[config.mk]
export PLATFORM = sky130hd
export DESIGN_NAME = store_buffer
export DESIGN_NICKNAME = d
export VERILOG_FILES = /design/src/rtl/store_buffer.sv
export SDC_FILE = /design/constraint.sdc
export NUM_CORES = 1
export LEC_CHECK = 0
export CORE_ASPECT_RATIO = 0.75
export CORE_MARGIN = 3
export CORE_UTILIZATION = 54
export DETAILED_ROUTE_END_ITERATION = 8
export GPL_TIMING_DRIVEN = 0
export HOLD_SLACK_MARGIN = 0.05
export PLACE_DENSITY_LB_ADDON = 0.3
export SYNTH_ARGS = -nofsm -noshare
export SYNTH_HDL_FRONTEND = slang
export SYNTH_SLANG_ARGS = --single-unit
[constraint.sdc]
create_clock -name clk_i -period 3.8 [get_ports clk_i]
set_input_delay 0.38 -clock clk_i [delete_from_list [all_inputs] [get_ports clk_i]]
set_output_delay 0.38 -clock clk_i [all_outputs]
set_load 0.05 [all_outputs]
[src/rtl/store_buffer.sv]
// In-order store buffer in front of a single-port data memory: loads get the port first, stores drain in idle cycles.
// Optional build macro STORE_FWD_EN enables store-to-load forwarding from the youngest overlapping entry.
module store_buffer #(
   parameter int ADDRESS_WIDTH = 32,
   parameter int DATA_WIDTH    = 32,
   parameter int DEPTH         = 4
) (
   input  logic                         clk_i,
   input  logic                         rst_ni,
   input  logic                         st_valid_i,
   input  logic [ADDRESS_WIDTH-1:0]     st_addr_i,
   input  logic [DATA_WIDTH-1:0]        st_data_i,
   input  logic [2:0]                   st_funct3_i,
   output logic                         st_ready_o,
   input  logic                         ld_valid_i,
   input  logic [ADDRESS_WIDTH-1:0]     ld_addr_i,
   input  logic [2:0]                   ld_funct3_i,
   output logic [DATA_WIDTH-1:0]        ld_data_o,
   output logic                         ld_stall_o,
   output logic                         mem_wr_en_o,
   output logic [2:0]                   mem_funct3_o,
   output logic [ADDRESS_WIDTH-1:0]     mem_addr_o,
   output logic [DATA_WIDTH-1:0]        mem_data_o,
   input  logic [DATA_WIDTH-1:0]        mem_rdata_i,
   output logic [$clog2(DEPTH+1)-1:0]   count_o,
   output logic                         empty_o
);

   localparam int PTR_W = $clog2(DEPTH);
   localparam int CNT_W = $clog2(DEPTH+1);
   localparam logic [2:0] F3_WORD = 3'b010;

   logic [ADDRESS_WIDTH-1:0] addr_q [DEPTH];
   logic [DATA_WIDTH-1:0]    data_q [DEPTH];
   logic [2:0]               f3_q   [DEPTH];

   logic [PTR_W-1:0] head_q, head_d, tail_q, tail_d;
   logic [CNT_W-1:0] count_q, count_d;
   logic             push, pop, hit, serve;
`ifdef STORE_FWD_EN
   logic [PTR_W-1:0]      young_idx;
   logic                  fwd;
   logic [DATA_WIDTH-1:0] fwd_data;
`endif

   // Word-granular overlap scan, oldest to youngest, so the last match is the youngest.
   always_comb begin
      hit = 1'b0;
`ifdef STORE_FWD_EN
      young_idx = head_q;
`endif
      for (int k = 0; k < DEPTH; k++) begin
         if ((CNT_W'(k) < count_q) &&
             (addr_q[head_q + PTR_W'(k)][ADDRESS_WIDTH-1:2] == ld_addr_i[ADDRESS_WIDTH-1:2])) begin
            hit = 1'b1;
`ifdef STORE_FWD_EN
            young_idx = head_q + PTR_W'(k);
`endif
         end
      end
   end

`ifdef STORE_FWD_EN
   always_comb begin
      fwd      = 1'b0;
      fwd_data = data_q[young_idx];
      if (hit && (f3_q[young_idx] == F3_WORD)) begin
         fwd = 1'b1;
         if (ld_funct3_i != F3_WORD)
            fwd_data = {{(DATA_WIDTH-8){1'b0}}, data_q[young_idx][{ld_addr_i[1:0], 3'b000} +: 8]};
      end else if (hit && (ld_funct3_i != F3_WORD) && (addr_q[young_idx] == ld_addr_i)) begin
         fwd      = 1'b1;
         fwd_data = {{(DATA_WIDTH-8){1'b0}}, data_q[young_idx][7:0]};
      end
   end

   assign ld_stall_o = ld_valid_i && hit && !fwd;
   assign ld_data_o  = (ld_valid_i && fwd) ? fwd_data : mem_rdata_i;
`else
   assign ld_stall_o = ld_valid_i && hit;
   assign ld_data_o  = mem_rdata_i;
`endif

   // Any hit (stalled or forwarded) leaves the port free for draining.
   assign serve        = ld_valid_i && !hit;
   assign mem_wr_en_o  = !serve && (count_q != '0);
   assign mem_addr_o   = serve ? ld_addr_i : addr_q[head_q];
   assign mem_funct3_o = serve ? ld_funct3_i : f3_q[head_q];
   assign mem_data_o   = data_q[head_q];

   assign st_ready_o = (count_q != CNT_W'(DEPTH));
   assign push       = st_valid_i && st_ready_o;
   assign pop        = mem_wr_en_o;
   assign count_o    = count_q;
   assign empty_o    = (count_q == '0);

   always_comb begin
      head_d  = pop  ? head_q + PTR_W'(1) : head_q;
      tail_d  = push ? tail_q + PTR_W'(1) : tail_q;
      count_d = count_q;
      if (push && !pop)
         count_d = count_q + CNT_W'(1);
      else if (pop && !push)
         count_d = count_q - CNT_W'(1);
   end

   always_ff @(posedge clk_i or negedge rst_ni) begin
      if (!rst_ni) begin
         head_q  <= '0;
         tail_q  <= '0;
         count_q <= '0;
      end else begin
         head_q  <= head_d;
         tail_q  <= tail_d;
         count_q <= count_d;
      end
   end

   // Entry payload needs no reset; validity comes solely from head/count.
   always_ff @(posedge clk_i) begin
      if (push) begin
         addr_q[tail_q] <= st_addr_i;
         data_q[tail_q] <= st_data_i;
         f3_q[tail_q]   <= st_funct3_i;
      end
   end

endmodule

Yosys cells after proc, flatten, opt, wreduce, memory -nomap -nowiden
Memories as Yosys holds them, arrays and structs flattened.
Cells that the tools add are included.
{ "word_totals": {"register_bits": 7, "mem_count": 3, "in_bits": 138, "ram_bits": 268, "out_inout_bits": 106, "elab_cells": 48} }
{ "op_classes": {"n_addsub": 6, "muxes": 10, "magnitude_cmp": 4, "n_reduce_logical": 17, "n_eq_ne": 5} }
{ "mem_list": {"columns": ["memory", "depth", "word_bits", "read_ports", "rd_ports_with_merged_regs", "wr", "line_no", "source"], "rows": [
  ["addr_q", 4, 32, 4, 0, 1, "33", "logic [ADDRESS_WIDTH-1:0] addr_q [DEPTH];"],
  ["data_q", 4, 32, 1, 0, 1, "34", "logic [DATA_WIDTH-1:0] data_q [DEPTH];"],
  ["f3_q", 4, 3, 1, 0, 1, "35", "logic [2:0] f3_q [DEPTH];"]
]} }
{ "ops": {"columns": ["operator", "n"], "rows": [
  ["30-bit equality test", 4],
  ["32-bit 2-to-1 mux", 1],
  ["1-bit logical AND", 10],
  ["3-bit 2-to-1 mux", 3],
  ["1-bit by 3-bit < comparator with 1-bit output, first input constant", 2],
  ["2-bit by 3-bit < comparator with 1-bit output, first input constant", 2],
  ["1-bit 2-to-1 mux", 6],
  ["2-bit by 1-bit adder with 2-bit output, second input constant", 2],
  ["2-bit adder, second input constant", 2],
  ["1-bit logical NOT", 4],
  ["3-bit by 1-bit adder with 3-bit output, second input constant", 1],
  ["3-bit logical NOT", 1],
  ["3-bit != test, second input constant", 1],
  ["3-bit nonzero test", 1],
  ["3-bit by 1-bit subtractor with 3-bit output, second input constant", 1],
  ["2-bit nonzero test", 1]
]} }

Depth between registers and ports, before layout
Gate-level depths: netlist of run 1.
An unclocked memory read counts as a cell.
{ "logic_depth": {"ltp_word": 14, "ltp_mapped": 17, "depth_no_buf": 13} }

Worst setup path after synthesis of run 1
OpenSTA, ideal clock, no wires.
{ "synth_timing": {"path_kind": "reg2reg", "startpoint": "reg head_q[1]", "endpoint": "reg count_q[2] (netlist: count_o[2])", "stages_incl_launch_ff": 15, "n_path_buf": 3, "setup_slack_ps": -221, "setup_time_ps": 148, "arrival_time_ps": 3872, "required_time_ps": 3652, "period_less_slack_ps": 4021, "path_cell_list": "dfrtp_1 buf_6 buf_6 buf_2 mux2_2 a2111oi_0 a21oi_1 nor4_1 a2bb2oi_2 a31oi_1 inv_1 ha_1 mux2i_1 nor2_1 xor2_1"} }
{ "synth_between": {"elab_chain_len": 14, "elab_cells_between_ends": 25, "classes_between": "add/sub: 3; eq/ne: 4; mux: 5; reduce/logical: 12; memory: 1"} }
{ "synth_rtl": {"columns": ["element", "line_no", "source"], "rows": [
  ["start, declared", "37", "logic [PTR_W-1:0] head_q, head_d, tail_q, tail_d;"],
  ["start signal, assigned", "109", "head_q <= '0;"],
  ["start signal, assigned", "113", "head_q <= head_d;"],
  ["2-bit by 1-bit adder with 2-bit output or memory 4 x 32 bit (tied branches)", null, null],
  ["memory 4 x 32 bit (*)", null, null],
  ["30-bit equality test or 1-bit logical AND (tied branches)", "54, 53", null],
  ["1-bit logical AND or 1-bit 2-to-1 mux (tied branches)", "53", "if ((CNT_W'(k) < count_q) &&"],
  ["1-bit 2-to-1 mux (2 in a row)", "53", null],
  ["1-bit 2-to-1 mux (*)", "53", null],
  ["1-bit logical NOT (*)", "85", "assign serve = ld_valid_i && !hit;"],
  ["1-bit logical AND (*)", "85", null],
  ["1-bit logical NOT (*)", "86", "assign mem_wr_en_o = !serve && (count_q != '0);"],
  ["1-bit logical AND (*)", "86", null],
  ["net mem_wr_en_o", "20", "output logic mem_wr_en_o,"],
  ["1-bit logical NOT", "101", "if (push && !pop)"],
  ["1-bit logical AND", "101", null],
  ["3-bit 2-to-1 mux or 2-bit nonzero test (tied branches)", null, null],
  ["end signal, assigned", "115", "count_q <= count_d;"],
  ["end, declared", "38", "logic [CNT_W-1:0] count_q, count_d;"]
]} }
The timed path passes the listed nets; every way through them passes the cells marked *.
A chain may end at the register's enable or synchronous reset.

Worst setup path after layout of run 1
{ "layout_timing": {"startpoint": "reg head_q[1]", "endpoint": "out mem_funct3_o[0]"} }
{ "layout_between": {"elab_chain_len": 10, "elab_cells_between_ends": 20, "classes_between": "add/sub: 3; eq/ne: 4; mux: 5; reduce/logical: 6; memory: 2"} }
{ "layout_rtl": {"columns": ["element", "line_no", "source"], "rows": [
  ["2-bit by 1-bit adder with 2-bit output or memory 4 x 32 bit (tied branches)", null, null],
  ["memory 4 x 32 bit or 30-bit equality test (tied branches)", null, null],
  ["30-bit equality test or 1-bit logical AND (tied branches)", "54, 53", null],
  ["1-bit logical AND or 1-bit 2-to-1 mux (tied branches)", "53", null],
  ["1-bit 2-to-1 mux (3 in a row)", "53", null],
  ["1-bit logical NOT", "85", null],
  ["1-bit logical AND", "85", null],
  ["3-bit 2-to-1 mux (*)", "88", "assign mem_funct3_o = serve ? ld_funct3_i : f3_q[head_q];"],
  ["end, declared", "21", "output logic [2:0] mem_funct3_o,"]
]} }
Mark *: on every way between the ends. The rest lies on a longest branch, timed or not.

==> results of run 1 <==
[sequential cells by signal, summed over array words and instances, names as in the netlist]
name / cells
addr_q: 128
data_q: 128
f3_q: 12
count_o: 3
head_q: 2
tail_q: 2
[per-layer routing]
metal	share of wire (%)	vias to the layer above	wire, microns	track usage [%]
met5	0.080	-	39	0
met3	14	85	6790	12.6
met2	43	666	21000	46.2
met4	2.7	6	1300	8.74
li1	-	4296	-	-
met1	40	5209	19600	46.5
[per-stage QoR]
step | power, mW | util, % | setup TNS, ns | instances
finish | 16.8 | 71.4 | -30.75 | 1593
global route | 17.3 | 71.4 | -31.34 | 1593
CTS | 16.4 | 70.7 | -25.78 | 1587
detailed placement | 13.0 | 64.4 | -75.77 | 1500
global placement | 13.0 | 63.9 | -210.33 | 1496
floorplan | 10.2 | - | 0 | 958
[worst max-delay path, cell delays in order, from the launching register on]
cell,delay (ns)
dfrtp_1,0.34
buf_6,0.14
buf_12,0.13
buf_12,0.16
buf_12,0.17
buf_4,0.22
mux2i_4,0.29
mux2i_1,0.13
xnor2_1,0.33
nand4_1,0.24
nor4b_4,0.30
a32oi_4,0.20
nand3_4,0.16
buf_12,0.19
buf_16,0.18
mux2_4,0.33
buf_8,0.15
[area by class of cell]
type	instances	area (sq um)	share of cell area, %
clock buffer	30	687	3.54
timing repair buffer	236	2460	12.7
multi-input combinational	567	6400	32.9
sequential	275	8220	42.3
clock inverter	19	189	0.973
tap	351	439	2.26
inverter	14	52.6	0.271
buffer	101	973	5.01
[cell usage after synthesis (12+ instances only)]
library cell,number
edfxtp_1,268
buf_2,18
buf_6,19
nand2_1,23
mux4_2,63
a21oi_1,16
o21ai_0,17
buf_4,38
xnor2_1,66
xor2_1,36
nor2_1,14
mux2_2,20
inv_1,12
mux2i_1,140
mux2_4,28
nand4_1,14
[cell families after synthesis]
| family | count (synthesis) | share of synthesized area [%] |
|---|---|---|
| flip-flops | 275 | 54.6 |
| buffers and inverters | 116 | 5.88 |
| AND/OR/NAND/NOR | 103 | 3.81 |
| XOR/XNOR | 102 | 5.93 |
| adder cells (fa/ha/maj) | 9 | 0.748 |
| multiplexers | 261 | 24.6 |
| AO/OA/AOI/OAI | 92 | 4.40 |
[power breakdown]
| group | switching, mW | leakage, nW | internal [mW] |
|---|---|---|---|
| Combinational | 5.80 | 4.22 | 4.00 |
| Clock | 1.19 | 0.435 | 1.52 |
| Sequential | 0.293 | 2.54 | 4.01 |
[final timing paths]
check                              start               to  slack [ns]  cells after the start
setup / recovery               head_q[1]  mem_funct3_o[0]       -0.86                     16
hold / removal                    rst_ni        tail_q[1]        0.09                      1
setup reg to reg               head_q[1]       count_o[2]       -0.33                     18
hold reg to reg               count_o[1]       count_o[1]        0.61                      2
max in group asynchronous         rst_ni        head_q[0]        3.42                      1
min in group clk_i         st_data_i[13]    data_q[3][13]        0.45                      1
[repair_timing]
action | 4_1_cts | 5_1_grt
setup endpoints to repair | 74 | 68
gates cloned | 3 | 1
buffers inserted | 35 | 9
resized for setup | 421 | 65
pin swaps | 13 | 12
==> metrics.md, run 1 <==
| Metric | Value |
|---|---|
| Status | `complete, but fails checks` |
| Failing checks | `setup timing` |
| Worst Path Max Fanout | `8` |
| Pwr per Cell Area | `865 nW/um^2` |
| DR WL/cell | `30.6 microns` |
| Core area | `27200 sq um` |
| Leading post-synthesis cells by cell area | `edfxtp_1 53%, mux4_2 9.4%, mux2i_1 9.3%` |
| # H-tree levels | `1` |
| Die area | `29900 sq um` |
| Post-synth EDFFs | `268` |
| Worst Skew | `0.0165 ns` |
| Place WS | `-1.67 ns` |
| Hold_buf cts | `0` |
| Synthesis-to-finish area growth | `29.0%` |
| Setup crit end kind | `primary output` |
| Largest net degree at the start of global routing | `51` |
| Drt first pass iters | `5` |
| Ys async rst share | `2.55%` |
| Horiz. Die Dim | `199 microns` |
| Commonest non-fill, non-tap cell in the layout | `edfxtp_1` |
| Synth area leader | `edfxtp_1` |
| Setup violators final | `40` |
| Worst EP arrival | `4.28 ns` |
| Clock-pin slew on the worst setup and hold paths | `0.06 ns` |
| WS Path Type | `reg -> out` |
| Peak VDD IR | `680 uV` |
| Syn Nets | `1105` |
| GPL Wtd Cong | `0.998` |
| Starting density of the core | `55.4%` |
| Number of global-route vias before repair | `10200` |
| Synth Register Bits | `275` |
| Slew Viols, Final | `0` |
| # clock sinks | `275` |
| Clk buf depth | `3` |
| CTS buffer count | `27` |
| Starting DRT DRC Count | `1240` |
| Port-buffer cells | `187` |
| Layout cells sized above 1 | `33.6%` |
| Setup crit start kind | `flop` |
| Min Clock Period, post-route | `4.66 ns` |
| DRT Wirelength | `48.8 mm` |
| Lkg Pwr | `7.19 nW` |
| Ant. Diodes | `0` |
| Required @ worst endpoint | `3.42 ns` |
| ANT nets after route | `0` |
| Average size of a mapped cell | `15.7 sq um` |
| Vias per cell | `6.44` |
| Via Count | `10300` |
| Fin. Hold Viols | `0` |
| # IOs | `244` |
| Worst-skew pair later-pin latency | `0.57 ns` |
| Initial antenna violation count | `3` |
| Post-route cell area | `19400 sq um` |
| Netlist cell types | `73` |
| Synth warn | `0` |
| Post-synthesis sequential area ratio | `54.6%` |
| Chip height | `151 microns` |
| Worst Hold Class | `in -> async` |
| Syn Inst Count | `958` |
| Dpl cell area | `17500 sq um` |
| Worst Max-Slew Pin Slew | `0.890 ns` |
| CTS root buffer | `clkbuf_16` |
| Final net count | `1369` |
| Final worst slack | `-0.864 ns` |
| Fillers | `1734` |
| Post-synth top area share | `53.5%` |
| Residual DRC | `0` |
| Hold WS | `0.0936 ns` |
| Rows | `52` |
| Slew HR | `39.0%` |
| Commonest non-fill, non-tap cells in the layout | `268 x edfxtp_1, 122 x mux2i_1, 118 x clkdlybuf4s50_1, 79 x buf_4, 64 x mux4_2` |
| Final global-route overflow total | `0` |
| RSZ-0062 raised after global routing | `yes` |
| Synth Cell Area | `15100 sq um` |
| Tcrit/Tclk final | `123%` |
| First-pass GRT wire length | `69.1 mm` |
| Maximum operating frequency | `214 MHz` |
| Prevailing post-synth register cell | `edfxtp_1` |
| Tot GR Track Use | `32.3%` |
| Post-DP HPWL | `33.8 mm` |
| CTS tree | `yes` |
| Max cap viols | `0` |
Note: power is estimated with default switching activity, not from simulation.
==> run 2, diff against run 1 <==
- TNS_END_PERCENT: not set -> 50
==> run 2 against run 1 <==
The run still ends with setup timing left. Via count barely moved. Non-clock buffer count down 2. Final area is 0.18% lower. Total power fell by 0.63%. Final cell count shrank 0.13%. Fmax up 0.19%. Flip-flop and latch count is the same. Sequential power about the same. Critical path type unchanged. Largest cell class unchanged.
==> metrics.md, run 2 (synthesis results as in run 1) <==
| Metric | Value |
|---|---|
| Peak VDD IR | `662 uV (-2.8%)` |
| Setup crit end kind | `primary output` |
| Failing checks | `setup timing` |
| Worst Skew | `0.0106 ns (-0.00590 ns)` |
| Vias per cell | `6.45 (about the same)` |
| WS Path Type | `reg -> out` |
| Clock-pin slew on the worst setup and hold paths | `0.07 ns (about the same)` |
| CP max stage delay | `0.38 ns (+0.04 ns)` |
| # clock sinks | `275 (unchanged)` |
| Core area | `27200 sq um (unchanged)` |
| CTS root buffer | `clkbuf_16` |
| Synthesis-to-finish area growth | `28.8%` |
| Drt first pass iters | `5 (unchanged)` |
| CTS buffer count | `27 (unchanged)` |
| Gate power share | `58.2% (about the same)` |
| Clock power frac | `16.1% (about the same)` |
| Pwr per Cell Area | `861 nW/um^2 (-0.45%)` |
| Final net count | `1367 (-0.15%)` |
| DR WL/cell | `30.3 microns (-1.2%)` |
| Slew Viols, Final | `0 (unchanged)` |
| Final worst slack | `-0.855 ns (+0.00888 ns)` |
| Internal power | `9.46 mW (-0.71%)` |
| Worst Hold Class | `in -> async` |
| RSZ-0062 raised after global routing | `yes` |
| First-pass GRT wire length | `68.6 mm (-0.71%)` |
| Regs by FF count | `addr_q x128, data_q x128, f3_q x12` |
| Critical Path Most Common Cell | `buf_12` |
| Maximum operating frequency | `215 MHz (+0.19%)` |
| Tcrit/Tclk final | `123% (-0.23 points)` |
| GPL Wtd Cong | `0.998 (unchanged)` |
| Final global-route overflow total | `0 (unchanged)` |
| Status | `complete, but fails checks` |
| Starting density of the core | `55.4% (unchanged)` |
| Crit path max-delay cell type | `nor3_4` |
| Fin util | `71.3% (-0.13 points)` |
| Setup crit start kind | `flop` |
| Hold_buf cts | `0 (unchanged)` |
| DRT Wirelength | `48.2 mm (-1.3%)` |
| Worst Path Max Fanout | `10 (+2)` |
| Number of global-route vias before repair | `10200 (-0.19%)` |
| Clk buf depth | `3 (unchanged)` |
| Commonest non-fill, non-tap cell in the layout | `edfxtp_1` |
| # IOs | `244 (unchanged)` |
| Initial antenna violation count | `3 (unchanged)` |
| Port-buffer cells | `187 (unchanged)` |
| Layout cells sized above 1 | `31.1% (-2.4 points)` |
| Fin. Hold Viols | `0 (unchanged)` |
| Lkg Pwr | `7.18 nW (about the same)` |
| Horiz. Die Dim | `199 microns (unchanged)` |
| Overall Power | `16.7 mW (-0.63%)` |
| ANT nets after route | `0 (unchanged)` |
| Rows | `52 (unchanged)` |
| Die area | `29900 sq um (unchanged)` |
| # H-tree levels | `1 (unchanged)` |
| Switching share of power | `43.4% (about the same)` |
| Commonest non-fill, non-tap cells in the layout | `268 x edfxtp_1, 122 x mux2i_1, 118 x clkdlybuf4s50_1, 80 x buf_4, 63 x mux4_2` |
| Largest net degree at the start of global routing | `51 (unchanged)` |
| Worst EP arrival | `4.28 ns (about the same)` |
| Max cap viols | `0 (unchanged)` |
| Post-route cell area | `19400 sq um (-0.18%)` |
| Setup violators final | `68 (+70%)` |
| Reg power frac | `25.7% (about the same)` |
| Residual DRC | `0 (unchanged)` |
| P_sw | `7.24 mW (-0.54%)` |
| Worst-skew pair later-pin latency | `0.57 ns (about the same)` |
| Slew HR | `36.2% (-2.7 points)` |
| CTS tree | `yes` |
| Starting DRT DRC Count | `1185 (-4.4%)` |
| Dpl cell area | `17500 sq um (unchanged)` |
| Chip height | `151 microns (unchanged)` |
| Required @ worst endpoint | `3.42 ns (about the same)` |
| Crit-path cells | `buf_6 > buf_12 > buf_8 > buf_12 > mux4_2 > xnor2_1 > nor4_4 > nand4_1 > nor3_4 > a32oi_4 > nand3_4 > buf_12 > buf_16 > mux2_4 > buf_6` |
| Post-DP HPWL | `33.8 mm (unchanged)` |
| Worst Max-Slew Pin Slew | `0.930 ns (+0.0400 ns)` |
| Via Count | `10300 (-0.058%)` |
| Tot GR Track Use | `32.0% (-0.30 points)` |
| Min Clock Period, post-route | `4.66 ns (-0.00888 ns)` |
| Ant. Diodes | `0 (unchanged)` |
-- run 2: cell types whose count changed in the layout (fill, tap and decap cells not counted), sizes merged --
cell	previous run	this run
buf	177	168
clkbuf	48	44
clkdlybuf4s15	17	0
dlygate4sd2	4	32
-- run 2: worst max-delay path, delay by kind of cell, from the launching register on --
kind	cells	cell delay, ns
flops	1	0.34
compound gates	1	0.12
mux	2	0.68
buf+inv	7	1.18
xor+xnor	1	0.26
simple gates	4	1.06
-- run 2: power by group through the flow --
stage	Clock (mW)	Sequential, mW	Combinational (mW)
final	2.68	4.29	9.72
after global routing	2.84	4.34	10.0
after CTS	2.71	4.28	9.32
after detailed placement	0	4.32	8.70
after global placement	0	4.36	8.60
after floorplan	0	4.32	5.90
-- run 2: stage by stage --
stage | TNS [ns] | std cells | hold slack (ns) | worst slack (ns)
2_1_floorplan | 0 | 958 | 0.0844 | 0.0581
6_report | -33.71 | 1591 | 0.0957 | -0.855
5_1_grt | -37.88 | 1591 | 0.105 | -0.885
3_5_place_dp | -75.77 | 1500 | 0.596 | -1.67
4_1_cts | -29.20 | 1587 | 0.0965 | -0.769
3_3_place_gp | -210.33 | 1496 | 0.587 | -1.70
-- run 2: final cells by class --
cell class	instances	area [sq um]
multi-input combinational	567	6410
inverter	14	52.6
sequential	275	8220
buffer	102	980
clock inverter	19	189
tap	351	439
clock buffer	30	687
fill	1720	7810
timing repair buffer	233	2400
-- run 2: timing repair --
action	CTS	global route
resized for setup	366	45
endpoints found under the setup margin	74	68
buffers inserted	35	7
pin swaps	13	13
gates cloned	3	0
-- run 2: path summary, 6_finish.rpt --
kind                                from         endpoint  cells past startpoint  slack [ns]
min reg2reg                   count_o[1]       count_o[1]                      2        0.62
min                               rst_ni        tail_q[1]                      1         0.1
min in group clk_i         st_addr_i[25]    addr_q[0][25]                      1        0.44
max reg2reg                    head_q[1]       count_o[2]                     18       -0.18
max in group asynchronous         rst_ni        head_q[1]                      1        3.43
max                            head_q[1]  mem_funct3_o[0]                     15       -0.86
-- run 2: routing by layer --
| layer | up-vias | track usage (%) | routed length, microns |
|---|---|---|---|
| met2 | 633 | 45.8 | 20700 |
| li1 | 4295 | - | - |
| met4 | 6 | 7.87 | 1170 |
| met1 | 5236 | 46.7 | 19800 |
| met5 | - | 0 | 39 |
| met3 | 86 | 12.2 | 6470 |
==> run 3, diff against run 2 <==
- clock period: 3.8 -> 4.7 ns (I/O delays scaled with it)
==> run 3 against run 2 <==
The run still ends with setup timing left. Via count up 1.2%. Final area up 0.52%. Sequential share of layout area down 0.22 points. Count of clock-buffer cells in the layout up 4. Critical endpoint is now mem_addr_o[12]. Clock power down 21%. Register-to-register slack better by 0.83 ns. Largest cell class unchanged. Worst hold slack better by 0.074 ns. First-iteration DRC count down 0.76%.
==> metrics.md, run 3 (synthesis results as in run 1) <==
| Metric | Value |
|---|---|
| Clock-pin slew on the worst setup and hold paths | `0.07 ns (about the same)` |
| Largest net degree at the start of global routing | `56 (+9.8%)` |
| GPL Wtd Cong | `0.991 (-0.70%)` |
| RSZ-0062 raised after global routing | `yes` |
| Pwr per Cell Area | `706 nW/um^2 (-18%)` |
| FF+latch area | `8220 sq um (unchanged)` |
| Core area | `27200 sq um (unchanged)` |
| # clock sinks | `275 (unchanged)` |
| CP max stage delay | `0.58 ns (+0.20 ns)` |
| Peak VDD IR | `520 uV (-21%)` |
| Horiz. Die Dim | `199 microns (unchanged)` |
| Required @ worst endpoint | `4.23 ns (+0.81 ns)` |
| Crit path max-delay cell type | `mux4_2` |
| Critical Path Most Common Cell | `buf_12` |
| Crit path buffers/inverters | `6 (-1)` |
| ANT nets after route | `0 (unchanged)` |
| WS Path Type | `reg -> out` |
| First-pass GRT wire length | `69.6 mm (+1.5%)` |
| Vias per cell | `6.47 (+0.41%)` |
| Min Clock Period, post-route | `4.74 ns` |
| Area of the multi-input gates | `6400 sq um (-0.20%)` |
| Final worst slack | `-0.0441 ns (+0.811 ns)` |
| Setup slack, reg-to-reg | `0.65 ns (+0.83 ns)` |
| Status | `complete, but fails checks` |
| Final global-route overflow total | `0 (unchanged)` |
| Worst Max-Slew Pin Slew | `0.892 ns (-0.0384 ns)` |
| CTS tree | `yes` |
| # H-tree levels | `1 (unchanged)` |
| Slew Viols, Final | `0 (unchanged)` |
| Worst Skew | `0.00911 ns (-0.00147 ns)` |
| Starting density of the core | `55.4% (unchanged)` |
| Regs by FF count | `addr_q x128, data_q x128, f3_q x12` |
| Post-DP HPWL | `35.3 mm (+4.6%)` |
| Failing checks | `setup timing` |
| Starting DRT DRC Count | `1176 (-0.76%)` |
| Rows | `52 (unchanged)` |
| Tcrit/Tclk final | `101%` |
| Worst Path Max Fanout | `8 (-2)` |
| Synthesis-to-finish area growth | `29.4%` |
| Worst Hold Class | `in -> async` |
| Layout cells sized above 1 | `31.8% (+0.69 points)` |
| Port-buffer cells | `187 (unchanged)` |
| CTS root buffer | `clkbuf_16` |
| Fillers | `1762 (+2.4%)` |
| Final net count | `1377 (+0.73%)` |
| Max cap viols | `0 (unchanged)` |
| Dpl cell area | `17500 sq um (about the same)` |
| DR WL/cell | `31.8 microns (+5.1%)` |
| Number of global-route vias before repair | `10100 (-1.1%)` |
| Crit-path cells | `buf_6 > buf_12 > buf_12 > mux4_2 > xnor2_4 > nor4_4 > nand4_1 > nor3_4 > a32oi_4 > nand3_4 > buf_12 > buf_16 > mux2_4 > buf_6` |
| Die area | `29900 sq um (unchanged)` |
| Chip height | `151 microns (unchanged)` |
| Clk buf depth | `3 (unchanged)` |
| Drt first pass iters | `5 (unchanged)` |
| Setup violators final | `25 (-63%)` |
| Residual DRC | `0 (unchanged)` |
| Fin. Hold Viols | `0 (unchanged)` |
| Lkg Pwr | `7.20 nW (+0.19%)` |
| Post-route cell area | `19500 sq um (+0.52%)` |
| Initial antenna violation count | `5 (+2)` |
| Commonest non-fill, non-tap cell in the layout | `edfxtp_1` |
| Setup crit end kind | `primary output` |
| Final setup TNS | `-0.469 ns (+33.25 ns)` |
| Commonest non-fill, non-tap cells in the layout | `268 x edfxtp_1, 142 x clkdlybuf4s50_1, 117 x mux2i_1, 91 x buf_4, 63 x mux4_2` |
| Tot GR Track Use | `32.9% (+0.88 points)` |
| Worst-skew pair later-pin latency | `0.56 ns (about the same)` |
| Via Count | `10400 (+1.2%)` |
| Fin util | `71.7% (+0.37 points)` |
| DRT Wirelength | `51.0 mm (+5.9%)` |
| Setup crit start kind | `flop` |
| # IOs | `244 (unchanged)` |
| CP delay by family, top | `simple AND/OR/NAND/NOR gates` |
| Place WS | `-0.720 ns (+0.952 ns)` |
| CTS buffer count | `27 (unchanged)` |
| Worst EP arrival | `4.27 ns (about the same)` |
| Maximum operating frequency | `211 MHz` |
| Slew HR | `40.4% (+4.1 points)` |
| Hold_buf cts | `0 (unchanged)` |
[run 3: cell types whose count changed in the layout (fill, tap and decap cells not counted), moves of 5 or more]
cell             before  now
dlygate4sd2_1        32    4
mux2i_1             122  117
buf_4                80   91
clkinvlp_4            0    5
clkdlybuf4s50_1     118  142
buf_6                48   35
[run 3: stage by stage]
step                      instances  total power [mW]  hold slack, ns
final                          1603              13.8           0.170
after global placement         1496              10.6           0.583
after global routing           1602              14.1           0.181
after CTS                      1580              13.1           0.169
after floorplan                 958              8.26           0.174
after detailed placement       1500              10.6           0.594
[run 3: layout make-up]
type,count,area share (%)
Sequential cell,275,42.2
Multi-Input combinational cell,567,32.8
Timing Repair Buffer,244,13.1
Buffer,101,4.95
Clock buffer,34,3.65
Tap cell,351,2.25
Clock inverter,16,0.764
Inverter,14,0.270
Antenna cell,1,0.0128
[run 3: final timing paths]
kind / start / end / cells after the start
max: head_q[0] / mem_addr_o[12] / 14
min: rst_ni / tail_q[0] / 1
max reg2reg: head_q[0] / count_o[2] / 16
min reg2reg: count_o[0] / count_o[0] / 1
max in group asynchronous: rst_ni / head_q[1] / 1
min in group clk_i: st_data_i[19] / data_q[0][19] / 1
[run 3: power breakdown]
part	internal (mW)	switching, mW	leakage, nW	total (mW)
sequential	3.24	0.242	2.54	3.48
combinational	3.35	4.80	4.25	8.15
clock	1.15	0.960	0.405	2.11
total	7.74	6.01	7.20	13.7
[run 3: worst reg2reg max path, delay by kind of cell, from the launching register on]
| kind | cells | cell delay [ns] |
|---|---|---|
| buffers and inverters | 5 | 0.71 |
| xor gates and xnor gates | 2 | 0.35 |
| DFF | 1 | 0.34 |
| adders and majority gates | 1 | 0.24 |
| muxes | 2 | 0.75 |
| and+or+nand+nor | 4 | 1.02 |
| AOI/OAI and AO/OA | 2 | 0.50 |
[run 3: what timing repair did]
| action | CTS | global route |
|---|---|---|
| pin swaps | 10 | 17 |
| gates resized for setup | 276 | 113 |
| gates cloned | 1 | 4 |
| endpoints found under the setup margin | 66 | 61 |
| buffers inserted | 29 | 20 |
[run 3: layer usage]
layer	global-route usage (%)	wire, microns	vias up
met5	0	63	-
met4	7.79	1350	10
met3	11.7	6060	104
met2	48.2	22100	648
met1	47.6	21400	5300
li1	-	-	4314
